File: src/rtl/pc_redirect_unit.sv
// pc_redirect_unit: fetch-stage PC sequencer; advances PCF by 4 or redirects to branch/JAL/JALR target.
// Latency: a redirect seen with fetch advancing lands in PCF one cycle later; flushes are combinational.
// Backpressure: while fetch is stalled (StallF or !imem_ready) a redirect target is parked and applied on the next advancing cycle.
//
// Ports:
//   clk, rst                 - clock, synchronous active-high reset
//   StallF, imem_ready       - fetch may advance only when StallF=0 and imem_ready=1
//   PCSrcE                   - 00 seq, 01 PCTargetE, 10 JALR (ALUResultE), 11 treated as 00
//   PCTargetE, ALUResultE    - candidate redirect targets from execute
//   PCF, PCPlus4F            - current fetch address and its sequential successor (wraps)
//   FlushD, FlushE           - kill wrong-path instructions entering decode/execute
//   redirect_pending         - a parked target is waiting for fetch to advance
//   misaligned_err           - one-cycle pulse after accepting a target that is not word aligned
//   redirect_count           - saturating count of accepted redirects
module pc_redirect_unit #(
  parameter int          XLEN         = 32,
  parameter logic [31:0] RESET_VECTOR = 32'h0000_0000,
  parameter int          CNT_W        = 16
) (
  input  logic             clk,
  input  logic             rst,
  input  logic             StallF,
  input  logic             imem_ready,
  input  logic [1:0]       PCSrcE,
  input  logic [XLEN-1:0]  PCTargetE,
  input  logic [XLEN-1:0]  ALUResultE,
  output logic [XLEN-1:0]  PCF,
  output logic [XLEN-1:0]  PCPlus4F,
  output logic             FlushD,
  output logic             FlushE,
  output logic             redirect_pending,
  output logic             misaligned_err,
  output logic [CNT_W-1:0] redirect_count
);

  typedef enum logic {RUN = 1'b0, PEND = 1'b1} state_t;

  state_t            state_q, state_d;
  logic [XLEN-1:0]   pcf_q, pcf_d;
  logic [XLEN-1:0]   pend_q, pend_d;
  logic              mis_q, mis_d;
  logic [CNT_W-1:0]  cnt_q, cnt_d;

  logic              advance;
  logic              redirect;
  logic              sel_jalr;
  logic [XLEN-1:0]   tgt_raw;
  logic [XLEN-1:0]   tgt;
  logic              tgt_misaligned;
  logic [XLEN-1:0]   pc_plus4;

  assign advance  = ~StallF & imem_ready;
  assign redirect = (PCSrcE == 2'b01) | (PCSrcE == 2'b10);
  assign sel_jalr = (PCSrcE == 2'b10);

  // JALR clears bit 0 of rs1+imm by definition, so only bit 1 can flag a
  // misaligned JALR target; a branch/JAL target is flagged on either low bit.
  assign tgt_raw        = sel_jalr ? ALUResultE : PCTargetE;
  assign tgt_misaligned = tgt_raw[1] | (tgt_raw[0] & ~sel_jalr);
  // Fetch is word addressed: the loaded PC always has its low two bits cleared.
  assign tgt            = {tgt_raw[XLEN-1:2], 2'b00};

  assign pc_plus4 = pcf_q + {{(XLEN-3){1'b0}}, 3'b100};

  always_comb begin
    state_d = state_q;
    pcf_d   = pcf_q;
    pend_d  = pend_q;
    mis_d   = 1'b0;
    cnt_d   = cnt_q;

    if (redirect) begin
      // Newest redirect always wins, both over a parked target and over
      // sequential advance.
      mis_d = tgt_misaligned;
      if (cnt_q != {CNT_W{1'b1}}) begin
        cnt_d = cnt_q + {{(CNT_W-1){1'b0}}, 1'b1};
      end
      if (advance) begin
        pcf_d   = tgt;
        state_d = RUN;
      end else begin
        pend_d  = tgt;
        state_d = PEND;
      end
    end else if (advance) begin
      if (state_q == PEND) begin
        pcf_d   = pend_q;
        state_d = RUN;
      end else begin
        pcf_d = pc_plus4;
      end
    end
  end

  always_ff @(posedge clk) begin
    if (rst) begin
      state_q <= RUN;
      pcf_q   <= RESET_VECTOR[XLEN-1:0];
      pend_q  <= '0;
      mis_q   <= 1'b0;
      cnt_q   <= '0;
    end else begin
      state_q <= state_d;
      pcf_q   <= pcf_d;
      pend_q  <= pend_d;
      mis_q   <= mis_d;
      cnt_q   <= cnt_d;
    end
  end

  assign PCF              = pcf_q;
  assign PCPlus4F         = pc_plus4;
  assign FlushE           = redirect;
  // Decode keeps being killed until the parked target has actually been fetched.
  assign FlushD           = redirect | (state_q == PEND);
  assign redirect_pending = (state_q == PEND);
  assign misaligned_err   = mis_q;
  assign redirect_count   = cnt_q;

endmodule

File: config.mk
export PLATFORM = sky130hd
export DESIGN_NAME = pc_redirect_unit
export DESIGN_NICKNAME = d
export VERILOG_FILES = /design/src/rtl/pc_redirect_unit.sv
export SDC_FILE = /design/constraint.sdc
export NUM_CORES = 1
export LEC_CHECK = 0
export ABC_CLOCK_PERIOD_IN_PS = 2600
export CAP_MARGIN = 25
export CORE_ASPECT_RATIO = 0.75
export CORE_MARGIN = 1.5
export CORE_UTILIZATION = 48
export CTS_BUF_LIST = sky130_fd_sc_hd__clkbuf_4
export CTS_CLUSTER_SIZE = 8
export DETAILED_ROUTE_END_ITERATION = 16
export PLACE_DENSITY = 0.83
export SLEW_MARGIN = 20
export SYNTH_ARGS = -nofsm -noshare
export SYNTH_HDL_FRONTEND = slang
export SYNTH_SLANG_ARGS = --single-unit
File: constraint.sdc
create_clock -name clk -period 2.6 [get_ports clk]
set_clock_uncertainty 0.05 [all_clocks]
set_input_delay 0.52 -clock clk [delete_from_list [all_inputs] [get_ports clk]]
set_output_delay 0.52 -clock clk [all_outputs]
set_load 0.02 [all_outputs]
; ---- Yosys cells after proc, flatten, opt, wreduce, memory -nomap -nowiden
; Index checks and enable logic that the tools add are counted.
[classes]
n_addsub = 2
eq_ne = 3
n_mux = 8
n_bitwise = 9
n_reduce_logical = 4
[ops]
columns = op, n
row1 = $mux 32, 5
row2 = $add 32x3->32 const B, 1
row3 = $add 16x1->16 const B, 1
row4 = $ne 16x16->1 const B, 1
row5 = $not 1->1, 4
row6 = $reduce_and 2->1, 2
row7 = $mux 1, 3
row8 = $or 1x1->1, 3
row9 = $and 1x1->1, 2
row10 = $eq 2x1->1 const B, 1
row11 = $eq 2x2->1 const B, 1
row12 = $reduce_bool 2->1, 1
row13 = $reduce_or 2->1, 1
[totals]
ff_bits = 80
in_bits = 70
out_inout_bits = 84

; ---- Longest topological paths before layout
; Gate-level depths: netlist of the first run.
[depth]
ltp_word = 4
mapped_depth = 11

; ---- Worst setup path before layout of the first run
; No wires, ideal clock.
[synth_path]
path_type = reg-to-output
from = register pcf_q[2] (netlist: PCF[2])
to = output port PCPlus4F[28]
arrival_time_ps = 2172
required_time_ps = 2030
path_slack_ps = -142
stages_incl_launch_ff = 6
path_buffers = 0
cell_sequence = dfxtp_1 ha_1 nand3_1 or4_1 nor3_2 xor2_1
[synth_between]
elab_chain_cells = 1
[synth_rtl]
columns = item, line
row1 = start: declaration, 39  ; logic [XLEN-1:0] pcf_q, pcf_d;
row2 = start signal: assignment, 99  ; pcf_q <= RESET_VECTOR[XLEN-1:0];
row3 = start signal: assignment, 105  ; pcf_q <= pcf_d;
row4 = $add 32x3->32, 63  ; assign pc_plus4 = pcf_q + {{(XLEN-3){1'b0}}, 3'b100};
row5 = end: declaration, 28  ; output logic [XLEN-1:0] PCPlus4F,
; Every way passes these cells.

; ---- Worst setup path in the final report of the first run
[layout_path]
from = register pcf_q[3] (netlist: PCF[3])
to = output port PCPlus4F[31]
; Same word-level chain as after synthesis.

==> flow_metrics.py, run 1 <==
metrics = {
    "synthesis": {
        "synth_cell_type_count": 51,
        "seq_area_frac_synth_pct": 33.68,
        "yosysTopAreaCell": "dfxtp_1",
        "syn_avg_cell_area_um2": 7.965,
        "postSynthCellCount": 582,
        "synth_commonest_cells": "nor2_1 (80), dfxtp_1 (78), a211oi_1 (36), clkbuf_1 (36)",
        "syn_area_um2": 4636,
        "synthTopCellsByArea": "dfxtp_1 (34%), mux2i_1 (7.1%), nor2_1 (6.5%)",
        "synth_top_area_share_pct": 33.68,
        "yosysMostFrequentCell": "nor2_1",
        "ys_ff_latch": 78,
        "ys_async_sr_fraction_pct": 0,
        "ys_warn_count": 0,
        "synth_edf_count": 0,
        "synth_flop_cell": "dfxtp_1",
    },
    "setup_path": {
        "crit_path_max_fanout": 4,
        "path_class": "flop to output pin",
        "rrSetupSlack_ps": 430,
        "slowest_delay_ps": 390,
        "worstSetupEndpointType": "output pin",
        "r2r-start": "PCF[3]",
        "worstPathCellList": "buf_6 -> nand4_1 -> nor4_4 -> buf_4 -> nand4_1 -> xnor2_1 -> buf_4",
        "required_ps": 2030,
        "crit_arrival_ps": 2190,
        "timing.rr.end": "PCF[31]",
        "crit_path_start_kind": "flop",
        "critPathSlowestCell": "dfxtp_2",
        "rr_worst_depth": 9,
    },
    "placement": {
        "placed_cells": 888,
        "post-place-ws_ps": -209.3,
        "io_buffer_count": 148,
        "dpl-instance-area_um2": 6733,
        "dp_hpwl_um": 11490,
        "gp_congestion": 0.9335,
    },
    "cts": {
        "cts_buffer_depth": 2,
        "cts_root_buf": "clkbuf_4",
        "cts_buffers": 9,
        "cts_sinks": 78,
        "postCtsHoldBufs": 0,
        "insertion_delay_ps": 440,
        "clkTransAtPathRegs_ps": 130,
        "h-tree-depth": 3,
        "tritoncts": "yes",
    },
    "die": {
        "die_h_um": 88.11,
        "initial_core_util_pct": 50.41,
        "ioPinCount": 154,
        "dieArea_um2": 10260,
        "num_rows": 30,
        "die_w_um": 116.5,
        "core_area_um2": 9196,
    },
    "cells_and_area": {
        "nets": 861,
        "stdcell_area_um2": 7096,
        "area_delta_synth_final_pct": 53.06,
        "diodes": 0,
        "drive_above_1_share_pct": 22.45,
        "fin_util_pct": 77.16,
        "final_cells": 921,
    },
    "run_status": {
        "status": "complete, but fails checks",
        "failed_checks": "negative setup slack",
    },
    "route": {
        "vias": 5385,
        "finalWirelength_um": 16220,
        "wl_per_cell_um": 17.61,
        "drt_iter0_markers": 593,
        "antenna_left": 0,
        "wl_met3_um": 1756,
        "met1Wirelength_um": 6656,
        "highest_layer": "met4",
        "drtPass1Iterations": 5,
        "via_per_inst": 5.847,
        "drc": 0,
        "wl_met2_um": 7398,
    },
    "grt": {
        "antenna_found_initial": 0,
        "grt_overflow": 0,
        "track_usage_pct": 31.06,
        "grt_pass1_wl_um": 24540,
        "grt_max_degree": 50,
        "grt_pass1_vias": 4924,
    },
    "timing": {
        "drv_slew": 0,
        "fin_hold_ws_ps": 456.8,
        "hold_viol": 0,
        "tightest_slew_ps": 848.6,
        "rsz0062_at_grt": "yes",
        "slew_headroom_pct": 42.95,
        "period_share_pct": 106.2,
        "setup_ws_ps": -161.8,
        "setup_viol": 12,
        "max_freq_mhz": 362.1,
        "period_minus_slack_ps": 2762,
        "setup-tns-final_ps": -1097,
    },
    "pwr": {
        "irDropWorstVdd_mv": 0.3563,
        "p_leak_nw": 2.825,
        "power_mw": 3.026,
        "powerDensity_nw_per_um2": 426.5,
    },
    "hold_path": {
        "hold_end": "pend_q[17]",
        "min_path_cells": 2,
        "hold_path.class": "flop to flop",
        "min-delay-start": "pend_q[17]",
    },
    "run": {
        "maxCapViolCount": 0,
    },
}
what timing repair did:
| item | in CTS | in global routing |
|---|---|---|
| pin swaps | 12 | 9 |
| setup endpoints to repair | 28 | 25 |
| setup buffers | 11 | 7 |
| hold endpoints to repair | 0 | 0 |
| resized for setup | 145 | 33 |
flip-flops by register name, summed over array words and instances, names as in the netlist:
register          flops
PCF                  30
misaligned_err        1
pend_q               30
redirect_count       16
redirect_pending      1
layout make-up:
class | count | area (µm²)
clock buffer | 10 | 75.07
timing repair buffer | 241 | 2196
multi-input combinational | 439 | 2954
fill | 593 | 2101
clock inverter | 6 | 61.31
inverter | 19 | 71.32
sequential | 78 | 1578
tap | 128 | 160.2
layer usage:
| metal | up-vias | track usage, % |
|---|---|---|
| met5 | - | 0 |
| met1 | 2531 | 40.14 |
| met3 | 43 | 9.619 |
| met2 | 293 | 49.73 |
| met4 | 0 | 10.20 |
| li1 | 2518 | - |
report_power, final:
part,leakage (nW),internal (mW),switching [mW]
Combinational,2.10,0.441,0.501
Sequential,0.645,1.28,0.0609
Clock,0.0782,0.303,0.439
Total,2.83,2.03,1.00
cells in the final DEF (no fill, tap or decap), types with 5 or more instances in the layout:
| cell | instances |
|---|---|
| a21oi_1 | 25 |
| inv_1 | 19 |
| mux2_2 | 5 |
| nor3_1 | 19 |
| a21o_1 | 7 |
| clkdlybuf4s50_1 | 117 |
| clkbuf_4 | 10 |
| mux2i_1 | 33 |
| nor2_1 | 75 |
| a211oi_1 | 36 |
| buf_4 | 103 |
| o31a_1 | 6 |
| xnor2_1 | 28 |
| buf_6 | 6 |
| nand2_1 | 31 |
| nand3_1 | 22 |
| nand4_1 | 14 |
| o21ai_0 | 25 |
| dfxtp_1 | 67 |
| dfxtp_2 | 10 |
| and3_1 | 5 |
| and4_1 | 6 |
| a31oi_1 | 12 |
| nand2b_1 | 6 |
| nor4_1 | 6 |
| xor2_1 | 7 |
| buf_12 | 5 |
| xnor2_2 | 5 |
critical path, delay by kind of cell, from the launching register on:
family	cells	cell delay (ps)
AND/OR/NAND/NOR	3	670
buffers and inverters	3	480
XOR/XNOR	1	210
flip-flops	1	390
cells by family after synthesis:
family	after synthesis	share of synthesized area (%)
AO/OA/AOI/OAI	138	19.81
XOR/XNOR	41	7.746
adder cells (fa/ha/maj)	3	0.8098
buffers and inverters	68	5.992
flip-flops	78	33.68
multiplexers	38	8.340
other	1	0.08089
AND/OR/NAND/NOR	215	23.54
how the worst max path moves through the flow:
stage	depth (start not counted)	start	endpoint	slack (ps)
after floorplan	5	PCF[2]	PCPlus4F[28]	50
after global placement	6	PCSrcE[0]	FlushD	-200
after detailed placement	6	PCSrcE[0]	FlushD	-210
after CTS	6	PCF[3]	PCPlus4F[15]	-100
after global routing	7	PCF[3]	PCPlus4F[31]	-230
final	7	PCF[3]	PCPlus4F[31]	-160
No activity file was read; power rests on OpenSTA's default activity.
==> run 2: changes to the inputs <==
--- a/config.mk
+++ b/config.mk
@@ -11,6 +11,7 @@
 export CORE_MARGIN = 1.5
 export CORE_UTILIZATION = 48
 export CTS_BUF_LIST = sky130_fd_sc_hd__clkbuf_4
+export CTS_CLUSTER_DIAMETER = 60
 export CTS_CLUSTER_SIZE = 8
 export DETAILED_ROUTE_END_ITERATION = 16
 export PLACE_DENSITY = 0.83
==> results of run 2 <==
Same layout as run 1: the final DEF is identical, and so are final timing and power.
